===== src/rtl/step_timer.sv =====
// step_timer: turns prescaler tick pulses into snake move steps.
// Counts ticks up to a programmable period, then raises move_req and holds it
// until the game FSM acknowledges. speed_up shortens the period down to a floor.
//
// Ports
//   clk        in   system clock, rising edge
//   rst        in   asynchronous active-high reset
//   en         in   run enable; low = idle, counters cleared
//   tick       in   one-clk time unit pulse from prescaler
//   speed_up   in   one-clk pulse, shortens the period
//   move_ack   in   game FSM accepts the pending step
//   move_req   out  step pending (registered)
//   overrun    out  sticky: a period completed while a step was pending
//   period_dbg out  current period in ticks
//   cnt_dbg    out  current tick count within the period
module step_timer #(
  parameter logic [15:0] INIT_TICKS = 16'd50,
  parameter logic [15:0] MIN_TICKS  = 16'd10,
  parameter logic [15:0] STEP_TICKS = 16'd5
) (
  input  logic        clk,
  input  logic        rst,
  input  logic        en,
  input  logic        tick,
  input  logic        speed_up,
  input  logic        move_ack,
  output logic        move_req,
  output logic        overrun,
  output logic [15:0] period_dbg,
  output logic [15:0] cnt_dbg
);

  localparam int unsigned CW = 16;

  typedef enum logic [1:0] {
    S_IDLE  = 2'd0,
    S_COUNT = 2'd1,
    S_REQ   = 2'd2
  } state_e;

  state_e        state_q, state_d;
  logic [CW-1:0] cnt_q, cnt_d;
  logic [CW-1:0] period_q, period_d;
  logic          move_req_q, move_req_d;
  logic          overrun_q, overrun_d;

  logic          complete_c;
  logic [CW:0]   floor_c;
  logic [CW-1:0] period_dec_c;

  // Completion uses cnt+1 >= period in 17 bits (equivalent to cnt >= period-1
  // without underflow); always against the pre-speed_up period.
  assign complete_c   = tick && ((17'({1'b0, cnt_q}) + 17'd1) >= 17'({1'b0, period_q}));

  // Saturating decrement, compared in 17 bits so MIN+STEP cannot wrap.
  assign floor_c      = 17'({1'b0, MIN_TICKS}) + 17'({1'b0, STEP_TICKS});
  assign period_dec_c = (17'({1'b0, period_q}) >= floor_c) ? (period_q - STEP_TICKS)
                                                           : MIN_TICKS;

  // State and datapath registers
  always_ff @(posedge clk or posedge rst) begin
    if (rst) begin
      state_q    <= S_IDLE;
      cnt_q      <= '0;
      period_q   <= INIT_TICKS;
      move_req_q <= 1'b0;
      overrun_q  <= 1'b0;
    end else begin
      state_q    <= state_d;
      cnt_q      <= cnt_d;
      period_q   <= period_d;
      move_req_q <= move_req_d;
      overrun_q  <= overrun_d;
    end
  end

  // Next-state and datapath logic
  always_comb begin
    state_d    = state_q;
    cnt_d      = cnt_q;
    period_d   = speed_up ? period_dec_c : period_q;
    move_req_d = move_req_q;
    overrun_d  = overrun_q;

    case (state_q)
      S_IDLE: begin
        cnt_d      = '0;
        move_req_d = 1'b0;
        if (en) begin
          state_d   = S_COUNT;
          // Fresh run: initial period overrides a coincident speed_up.
          period_d  = INIT_TICKS;
          overrun_d = 1'b0;
        end
      end

      S_COUNT: begin
        if (!en) begin
          state_d    = S_IDLE;
          cnt_d      = '0;
          move_req_d = 1'b0;
        end else if (tick) begin
          if (complete_c) begin
            cnt_d      = '0;
            move_req_d = 1'b1;
            state_d    = S_REQ;
          end else begin
            cnt_d = cnt_q + 16'd1;
          end
        end
      end

      S_REQ: begin
        if (!en) begin
          state_d    = S_IDLE;
          cnt_d      = '0;
          move_req_d = 1'b0;
        end else begin
          if (tick) begin
            cnt_d = complete_c ? '0 : (cnt_q + 16'd1);
          end
          // Ack together with a completion keeps the new step pending.
          if (complete_c && !move_ack) begin
            overrun_d = 1'b1;
          end else if (!complete_c && move_ack) begin
            move_req_d = 1'b0;
            state_d    = S_COUNT;
          end
        end
      end

      default: begin
        state_d    = S_IDLE;
        cnt_d      = '0;
        move_req_d = 1'b0;
      end
    endcase
  end

  assign move_req   = move_req_q;
  assign overrun    = overrun_q;
  assign period_dbg = period_q;
  assign cnt_dbg    = cnt_q;

endmodule

===== config.mk =====
export PLATFORM = sky130hd
export DESIGN_NAME = step_timer
export DESIGN_NICKNAME = d
export VERILOG_FILES = /design/src/rtl/step_timer.sv
export SDC_FILE = /design/constraint.sdc
export NUM_CORES = 1
export LEC_CHECK = 0
export CORE_ASPECT_RATIO = 1.5
export CORE_MARGIN = 4
export CORE_UTILIZATION = 48
export CTS_BUF_LIST = sky130_fd_sc_hd__clkbuf_8
export DETAILED_ROUTE_END_ITERATION = 7
export PLACE_DENSITY_LB_ADDON = 0.2
export SLEW_MARGIN = 10
export SYNTH_ARGS = -nofsm -noshare
export SYNTH_HDL_FRONTEND = slang
export SYNTH_SLANG_ARGS = --single-unit
export TNS_END_PERCENT = 5

===== constraint.sdc =====
create_clock -name clk -period 5.6 [get_ports clk]
set_input_delay 1.12 -clock clk [delete_from_list [all_inputs] [get_ports clk]]
set_output_delay 1.12 -clock clk [all_outputs]
set_load 0.02 [all_outputs]

==> results of run 1 <==
stage by stage:
step / cell area, um^2 / power [mW] / hold slack, ps / utilization
6_report: 2950 / 1.06 / 508 / 0.608
3_5_place_dp: 2860 / 0.878 / 488 / 0.590
3_3_place_gp: 2860 / 0.869 / 483 / 0.590
2_1_floorplan: 2400 / 0.699 / 583 / -
4_1_cts: 2950 / 1.07 / 511 / 0.608
5_1_grt: 2950 / 1.15 / 539 / 0.608
flip-flops by register name (all words and copies together) (netlist names):
register	count
move_req	1
period_dbg	16
state_q	2
cnt_dbg	16
overrun	1
placed cells by master, fill, tap and decap left out, drive strengths merged, types with 2 or more instances in the layout:
cell type      Yosys  final
a21oi              5      5
dfrtp             33     33
nor4               4      4
and4               2      2
ha                23     23
nor3               4      4
and2               2      2
clkdlybuf4s50      0     39
inv               25     27
xnor2             19     19
dfstp              3      3
nand4              6      6
clkbuf             6      6
nand2             27     27
or3                4      4
a211oi             5      5
a21o               2      2
nand3             15     15
nor2              32     32
buf                1      2
o31ai              3      3
xor2               8      8
o21ai             23     23
a22o               9      9
nor2b              2      2
routing by layer:
metal,up-vias,wire length (um)
met1,971,2410
met2,32,2850
met3,8,159
li1,1023,-
met4,0,88
met5,-,0
tightest hold or removal path, stage by stage, from the launching register on:
cell and delay [ps]:
sky130_fd_sc_hd__dfrtp_1 370, sky130_fd_sc_hd__nand2_1 60, sky130_fd_sc_hd__nand2_1 50
logic make-up (layout without fill, tap and decap cells):
group,Yosys count,count (layout),share of synthesized area
AO/OA/AOI/OAI,53,53,0.147
adder cells (fa/ha/maj),23,23,0.120
XOR/XNOR,27,27,0.0986
AND/OR/NAND/NOR,101,101,0.202
flip-flops,36,36,0.377
buffers and inverters,32,74,0.0506
multiplexers,1,1,0.00417
synth_stat cells (2+ instances only):
library cell,count,area [um^2]
sky130_fd_sc_hd__a211oi_1,4,30.0
sky130_fd_sc_hd__a21o_1,2,15.0
sky130_fd_sc_hd__a21oi_1,5,25.0
sky130_fd_sc_hd__a22o_1,9,78.8
sky130_fd_sc_hd__and4_1,2,17.5
sky130_fd_sc_hd__clkbuf_1,6,22.5
sky130_fd_sc_hd__dfrtp_1,33,826
sky130_fd_sc_hd__dfstp_2,3,78.8
sky130_fd_sc_hd__ha_1,23,288
sky130_fd_sc_hd__inv_1,25,93.8
sky130_fd_sc_hd__nand2_1,27,101
sky130_fd_sc_hd__nand3_1,13,65.1
sky130_fd_sc_hd__nand3_2,2,20.0
sky130_fd_sc_hd__nand4_1,6,37.5
sky130_fd_sc_hd__nor2_1,32,120
sky130_fd_sc_hd__nor2b_1,2,12.5
sky130_fd_sc_hd__nor3_1,4,20.0
sky130_fd_sc_hd__nor4_1,4,25.0
sky130_fd_sc_hd__o21ai_0,22,110
sky130_fd_sc_hd__o31ai_1,3,22.5
sky130_fd_sc_hd__or3_1,2,12.5
sky130_fd_sc_hd__xnor2_1,19,166
sky130_fd_sc_hd__xor2_1,8,70.1
power by group through the flow:
stage                     Sequential, mW  Combinational (mW)  Clock (mW)
after global routing               0.386               0.555       0.207
after CTS                          0.376               0.501       0.194
after global placement             0.379               0.489           0
after detailed placement           0.381               0.497           0
after floorplan                    0.416               0.284           0
final                              0.376               0.495       0.189
cell type report:
class | instances | share of cell area
tap | 66 | 0.0280
sequential | 36 | 0.307
clock buffer | 6 | 0.0280
multi-input combinational | 205 | 0.465
clock inverter | 2 | 0.00255
inverter | 25 | 0.0318
timing repair buffer | 41 | 0.137
worst paths after layout:
path	startpoint	end	slack [ps]	cells after the start
worst max-delay path	cnt_dbg[0]	cnt_dbg[6]	1700	15
worst min-delay path	overrun	overrun	510	2
worst max register to register	cnt_dbg[0]	cnt_dbg[6]	1700	15
worst min register to register	overrun	overrun	510	2
max in group asynchronous	rst	period_dbg[1]	4010	3
min in group asynchronous	rst	cnt_dbg[12]	1240	3
==> results.rst, run 1 <==
.. list-table::
   :header-rows: 1

   * - Metric
     - Value
   * - DRC violation total after the first TritonRoute iteration
     - 170
   * - Maximum clock skew at final layout
     - 3.15 ps
   * - CTS H-Tree Depth
     - 2
   * - Part of the power in registers
     - 0.355
   * - Sum of buffers and inverters on the critical path
     - 0
   * - Placeable core region
     - slightly below 5000 um^2
   * - Number of iterations in the first detailed-routing pass
     - 4
   * - Floorplan die height
     - between 90 and 100 um
   * - Part of the total power dissipated in combinational logic
     - 0.467
   * - Largest fanout on the critical path
     - 7
   * - Longest individual stage delay on the worst path
     - ~580 ps
   * - Clock tree from TritonCTS
     - built
   * - WL per Instance
     - between 10 and 15 um
   * - Clock latency reported for the late side of the worst-skew pair
     - around 290 ps
   * - Endpoints failing setup
     - 0
   * - Width of the die
     - 65.7 um
   * - Seq/Total Area, Yosys
     - 0.377
   * - Number of antenna-violating nets in the routed design
     - 0
   * - Drc violations
     - 0
   * - Number of antenna violations at the first check in global routing
     - 0
   * - Startpoint-to-endpoint class of the critical path
     - reg2reg
   * - Clock tree buffer depth
     - 2
   * - Total instance count after detailed placement
     - roughly 370
   * - Data required time at the worst endpoint
     - just under 6000 ps
   * - CP max stage cell
     - sky130_fd_sc_hd__or3_2
   * - Final wirelength
     - approximately 5500 um
   * - Syn. warnings
     - 0
   * - CTS Buf Count
     - 5
   * - Weighted congestion at the end of routability-driven global placement
     - around 0.86
   * - First-pass GRT wire length
     - between 9000 and 10000 um
   * - Post-cts hold buffer count
     - 0
   * - Syn Nets
     - 302
   * - Status
     - completed
   * - Number of fill cells
     - between 400 and 500
   * - M1 GR Usage
     - 0.239
   * - Unrepaired setup endpoints after global routing
     - false
   * - Filler-free cell count of the finished design
     - about 380
   * - Post-synthesis register bit count
     - 36
   * - Number of different library cells in the post-synthesis netlist
     - 40
   * - Critical path capture point type
     - flip-flop
   * - Met3 Usage GRT
     - 0.0393
   * - Post-CTS clock slew at the launch and capture registers of the worst setup and hold paths
     - 70 ps
   * - Gate Count Post-Synth
     - 273
   * - Overall track demand over capacity in global routing
     - 0.198
   * - Cell family with the largest share of critical-path delay
     - simple AND/OR/NAND/NOR gates
   * - Total of cells resized after clock tree synthesis
     - 0
   * - Actual transition at the worst max-transition pin
     - roughly 1100 ps
   * - Share of flip-flops with an asynchronous set or reset after synthesis
     - 1.00
   * - Vias in the first global route
     - 2062
   * - Number of vias per cell
     - between 5 and 6
   * - Setup slack at placement
     - between 1500 and 2000 ps
   * - Top-level I/O count
     - 40
   * - Area of the multi-input gates
     - ~1400 um^2
   * - Crit path time final
     - 3900 ps
   * - Buffers added on ports
     - 39
   * - Share of the clock period used by the worst path
     - 0.697
   * - Area growth, synth to finish
     - 23.0%
   * - Sequential Area
     - ~900 um^2
   * - Crit path cell chain
     - ha_1, nand3_2, or3_1, nor2_1, nand2_1, xnor2_1, ha_1, a21o_1, a21o_1, a31oi_1, nand3_2, or3_2, nor2_1, o21ai_0, o21ai_0
   * - Max capacitance violation total
     - 0
   * - Number of vias after detailed routing
     - between 2000 and 2500
   * - Met2 Use GR
     - 0.347
   * - Cell Int Power
     - 0.616 mW
   * - Startpoint kind of the worst setup timing path
     - flip-flop
   * - Die Area
     - between 6000 and 7000 um^2
   * - Number of enable-type register cells in the synthesized netlist
     - 0
   * - Total Negative Setup Slacks
     - 0 ps
   * - Setup slack of the critical path after layout
     - ~1700 ps
   * - Busiest metal layer after global routing
     - met2
   * - Netlist Area Pre-Place
     - around 2400 um^2
   * - Initial cell density of the core
     - 0.495
   * - Final hold violations
     - 0
   * - Maximum number of pins on one net before global-route repair
     - 37
   * - Leakage
     - approximately 1.4 nW
   * - Average cell area after synthesis
     - ~8.8 um^2
   * - DP HPWL
     - between 4000 and 5000 um
   * - Final number of max-transition violations
     - 0
   * - Layout cells sized above 1
     - 0.0571
   * - Leading register cell type out of synthesis
     - sky130_fd_sc_hd__dfrtp_1
   * - Highest clock rate
     - 256 MHz
   * - Sw frac
     - 0.419
   * - # rows
     - 31
   * - Clock root cell
     - sky130_fd_sc_hd__clkbuf_8
   * - Worst max-slew margin expressed relative to the limit
     - 0.286
   * - Psw
     - 0.444 mW
   * - Number of post-CTS setup repair buffers
     - 0
   * - PwrDens
     - ~360 nW/um^2
   * - Inserted Diodes
     - 0
   * - Congestion Overflow GR
     - 0
   * - Clock tree sinks
     - 36
   * - Clk network pwr share
     - 0.178
   * - Min-Delay Path Class
     - reg2reg
   * - Number of nets at the end of the flow
     - between 300 and 400
   * - Max rail drop VDD
     - ~0.23 mV
   * - Data arrival time at the worst-slack endpoint
     - 4110 ps
Note: power is estimated with default switching activity, not from simulation.
==> inputs of run 2 (changes only) <==
==> constraint.sdc (replaced) <==
create_clock -name clk -period 3.5 [get_ports clk]
set_input_delay 0.7 -clock clk [delete_from_list [all_inputs] [get_ports clk]]
set_output_delay 0.7 -clock clk [all_outputs]
set_load 0.02 [all_outputs]
==> run 2 against run 1 <==
Net effect: routed wire length rose by 4.0%; maximum frequency rose by 19%; total power rose by 73%; clock skew rose by 6.1 ps; non-clock buffer count rose by 11; sequential power rose by 59%; global-route usage rose by 1.3 points.
==> results.rst, run 2 (synthesized netlist as in run 1, its figures left out) <==
.. list-table::
   :header-rows: 1

   * - Metric
     - Value
   * - Status
     - completed (unchanged)
   * - Hold-critical path endpoint
     - overrun (unchanged)
   * - CP max stage cell
     - sky130_fd_sc_hd__or3_4 (was sky130_fd_sc_hd__or3_2)
   * - Crit path time final
     - 3290 ps (was 3900 ps)
   * - Total length of routed met2 wires
     - 2950 um (was 2850 um)
   * - DRC violation total after the first TritonRoute iteration
     - 119 (was 170)
   * - Number of antenna-violating nets in the routed design
     - 0 (unchanged)
   * - Number of iterations in the first detailed-routing pass
     - 4 (unchanged)
   * - Worst max-slew margin expressed relative to the limit
     - 0.565 (was 0.286)
   * - Part of the power in registers
     - 0.325 (was 0.355)
   * - Max capacitance violation total
     - 0 (unchanged)
   * - Total Negative Setup Slacks
     - 0 ps (unchanged)
   * - Actual transition at the worst max-transition pin
     - 652 ps (was 1070 ps)
   * - Met3 WL
     - 176 um (was 159 um)
   * - Congestion Overflow GR
     - 0 (unchanged)
   * - Most common cell after layout, fill and taps aside
     - sky130_fd_sc_hd__clkdlybuf4s50_1 (unchanged)
   * - Critical path capture point type
     - flip-flop (unchanged)
   * - Inserted Diodes
     - 0 (unchanged)
   * - Buffers added on ports
     - 39 (unchanged)
   * - Clock root cell
     - sky130_fd_sc_hd__clkbuf_8 (unchanged)
   * - Sw frac
     - 0.399 (was 0.419)
   * - Width of the die
     - 65.7 um (unchanged)
   * - Top-level I/O count
     - 40 (unchanged)
   * - Vias in the first global route
     - 2226 (was 2062)
   * - CTS H-Tree Depth
     - 2 (unchanged)
   * - Drc violations
     - 0 (unchanged)
   * - Share of the clock period used by the worst path
     - 0.939 (was 0.697)
   * - Final number of max-transition violations
     - 0 (unchanged)
   * - First-pass GRT wire length
     - 10200 um (was 9520 um)
   * - Post-CTS clock slew at the launch and capture registers of the worst setup and hold paths
     - 80 ps (was 70 ps)
   * - Number of vias per cell
     - 5.41 (was 5.34)
   * - Area growth, synth to finish
     - 30.0% (was 23.0%)
   * - Cell Int Power
     - 1.10 mW (was 0.616 mW)
   * - Commonest cells after routing, fill and taps aside
     - sky130_fd_sc_hd__clkdlybuf4s50_1 (39), sky130_fd_sc_hd__dfrtp_1 (30), sky130_fd_sc_hd__nor2_1 (29), sky130_fd_sc_hd__nand2_1 (27), sky130_fd_sc_hd__inv_1 (25) (was sky130_fd_sc_hd__clkdlybuf4s50_1 (39), sky130_fd_sc_hd__dfrtp_1 (33), sky130_fd_sc_hd__nor2_1 (32), sky130_fd_sc_hd__nand2_1 (27), sky130_fd_sc_hd__inv_1 (27))
   * - Number of vias after detailed routing
     - 2122 (was 2034)
   * - Startpoint-to-endpoint class of the critical path
     - reg2reg (unchanged)
   * - Largest fanout on the critical path
     - 7 (unchanged)
   * - Worst flop-to-flop path startpoint
     - cnt_dbg[0] (unchanged)
   * - Clock tree buffer depth
     - 2 (unchanged)
   * - Overall track demand over capacity in global routing
     - 0.211 (was 0.198)
   * - Cell Area, Placed
     - 2950 um^2 (was 2860 um^2)
   * - Die Area
     - 6220 um^2 (unchanged)
   * - Clock latency reported for the late side of the worst-skew pair
     - 290 ps (about the same)
   * - Worst reg2reg setup slack
     - 210 ps (was 1700 ps)
   * - Maximum number of pins on one net before global-route repair
     - 21 (was 37)
   * - Placeable core region
     - 4850 um^2 (unchanged)
   * - Startpoint kind of the worst setup timing path
     - flip-flop (unchanged)
   * - Post-layout instance area
     - 3120 um^2 (was 2950 um^2)
   * - Psw
     - 0.732 mW (was 0.444 mW)
   * - Total instance count after detailed placement
     - 383 (was 373)
   * - R2r worst-path depth
     - 15 (unchanged)
   * - Data required time at the worst endpoint
     - 3720 ps (was 5810 ps)
   * - Longest individual stage delay on the worst path
     - 460 ps (was 580 ps)
   * - Layout cells sized above 1
     - 0.129 (was 0.0571)
   * - # rows
     - 31 (unchanged)
   * - Maximum clock skew at final layout
     - 9.26 ps (was 3.15 ps)
   * - Top routing layer in use
     - met4 (unchanged)
   * - Crit path cell chain
     - ha_2, nand3_2, or3_1, nor2_4, nand2_1, xnor2_2, ha_1, a21o_1, a21o_1, a31oi_1, nand3_2, or3_4, nor2_1, o21ai_0, o21ai_0 (was ha_1, nand3_2, or3_1, nor2_1, nand2_1, xnor2_1, ha_1, a21o_1, a21o_1, a31oi_1, nand3_2, or3_2, nor2_1, o21ai_0, o21ai_0)
   * - Endpoint of the worst register-to-register path
     - cnt_dbg[10] (was cnt_dbg[6])
   * - CTS Buf Count
     - 5 (unchanged)
   * - Hold Path Stages
     - 2 (unchanged)
   * - Endpoints failing setup
     - 0 (unchanged)
   * - Met1 WL
     - 2400 um (was 2410 um)
   * - Number of nets at the end of the flow
     - 354 (was 343)
   * - Floorplan die height
     - 94.6 um (unchanged)
   * - Weighted congestion at the end of routability-driven global placement
     - 0.855 (was 0.856)
   * - PwrDens
     - 589 nW/um^2 (was 359 nW/um^2)
   * - Leakage
     - 1.44 nW (was 1.36 nW)
   * - Filler-free cell count of the finished design
     - 392 (was 381)
   * - Final wirelength
     - 5720 um (was 5510 um)
   * - Clock tree from TritonCTS
     - built (unchanged)
   * - Min-Delay Path Class
     - reg2reg (unchanged)
   * - Max rail drop VDD
     - 0.485 mV (was 0.233 mV)
   * - WL per Instance
     - 14.6 um (was 14.5 um)
   * - Hold Path Origin
     - overrun (unchanged)
   * - Part of the total power dissipated in combinational logic
     - 0.453 (was 0.467)
   * - Data arrival time at the worst-slack endpoint
     - 3510 ps (was 4110 ps)
   * - Number of antenna violations at the first check in global routing
     - 0 (unchanged)
   * - Clock tree sinks
     - 36 (unchanged)
   * - Highest clock rate
     - 304 MHz (was 256 MHz)
   * - DP HPWL
     - 4400 um (was 4240 um)
   * - Final hold violations
     - 0 (unchanged)
   * - Clk network pwr share
     - 0.222 (was 0.178)
   * - Initial cell density of the core
     - 0.495 (unchanged)
run 2: repair_timing:
item / CTS / global route
hold buffers: 0 / 0
setup buffers: 0 / 1
setup endpoints to repair: 0 / 9
resized for setup: 0 / 10
run 2: how the worst max path moves through the flow:
stage	endpoint	slack [ps]	cells after the start	start
after detailed placement	state_q[0]	30	14	cnt_dbg[2]
after CTS	state_q[0]	20	14	cnt_dbg[2]
after global placement	cnt_dbg[10]	170	15	cnt_dbg[0]
after global routing	cnt_dbg[7]	-5	15	cnt_dbg[0]
after floorplan	cnt_dbg[7]	0.4	17	cnt_dbg[0]
final	cnt_dbg[10]	210	15	cnt_dbg[0]
run 2: power groups by stage:
stage	logic, mW	clock network, mW	registers [mW]
detailed placement	0.812	0	0.604
global placement	0.804	0	0.605
global route	0.939	0.432	0.611
CTS	0.825	0.415	0.596
finish	0.832	0.408	0.596
floorplan	0.455	0	0.666
run 2: layer usage:
metal	track usage	vias up
li1	-	1047
met1	0.253	1016
met2	0.360	41
met3	0.0393	18
met4	0.0969	0
met5	0	-
run 2: final cells by class:
class	instances	area [um^2]
fillers	403	1730
multi-input cells	205	1420
flip-flops and latches	36	908
repair buffers	52	488
clock buffers	7	96.3
inverters	25	93.8
well taps	66	82.6
clock inverters	1	30.0
run 2: stage by stage:
step	utilization	power, mW	setup WS, ps	hold WS, ps
global route	0.643	1.98	-4.92	569
global placement	0.609	1.41	169	483
floorplan	-	1.12	0.414	583
finish	0.643	1.84	214	504
detailed placement	0.609	1.42	34.0	489
CTS	0.635	1.84	21.2	511
run 2: critical path: cells and delay by family (launching register included):
kind,cells,cell delay [ps]
compound gates,5,710
xor+xnor,1,150
fa+ha+maj,2,470
flops,1,370
simple gates,7,1520
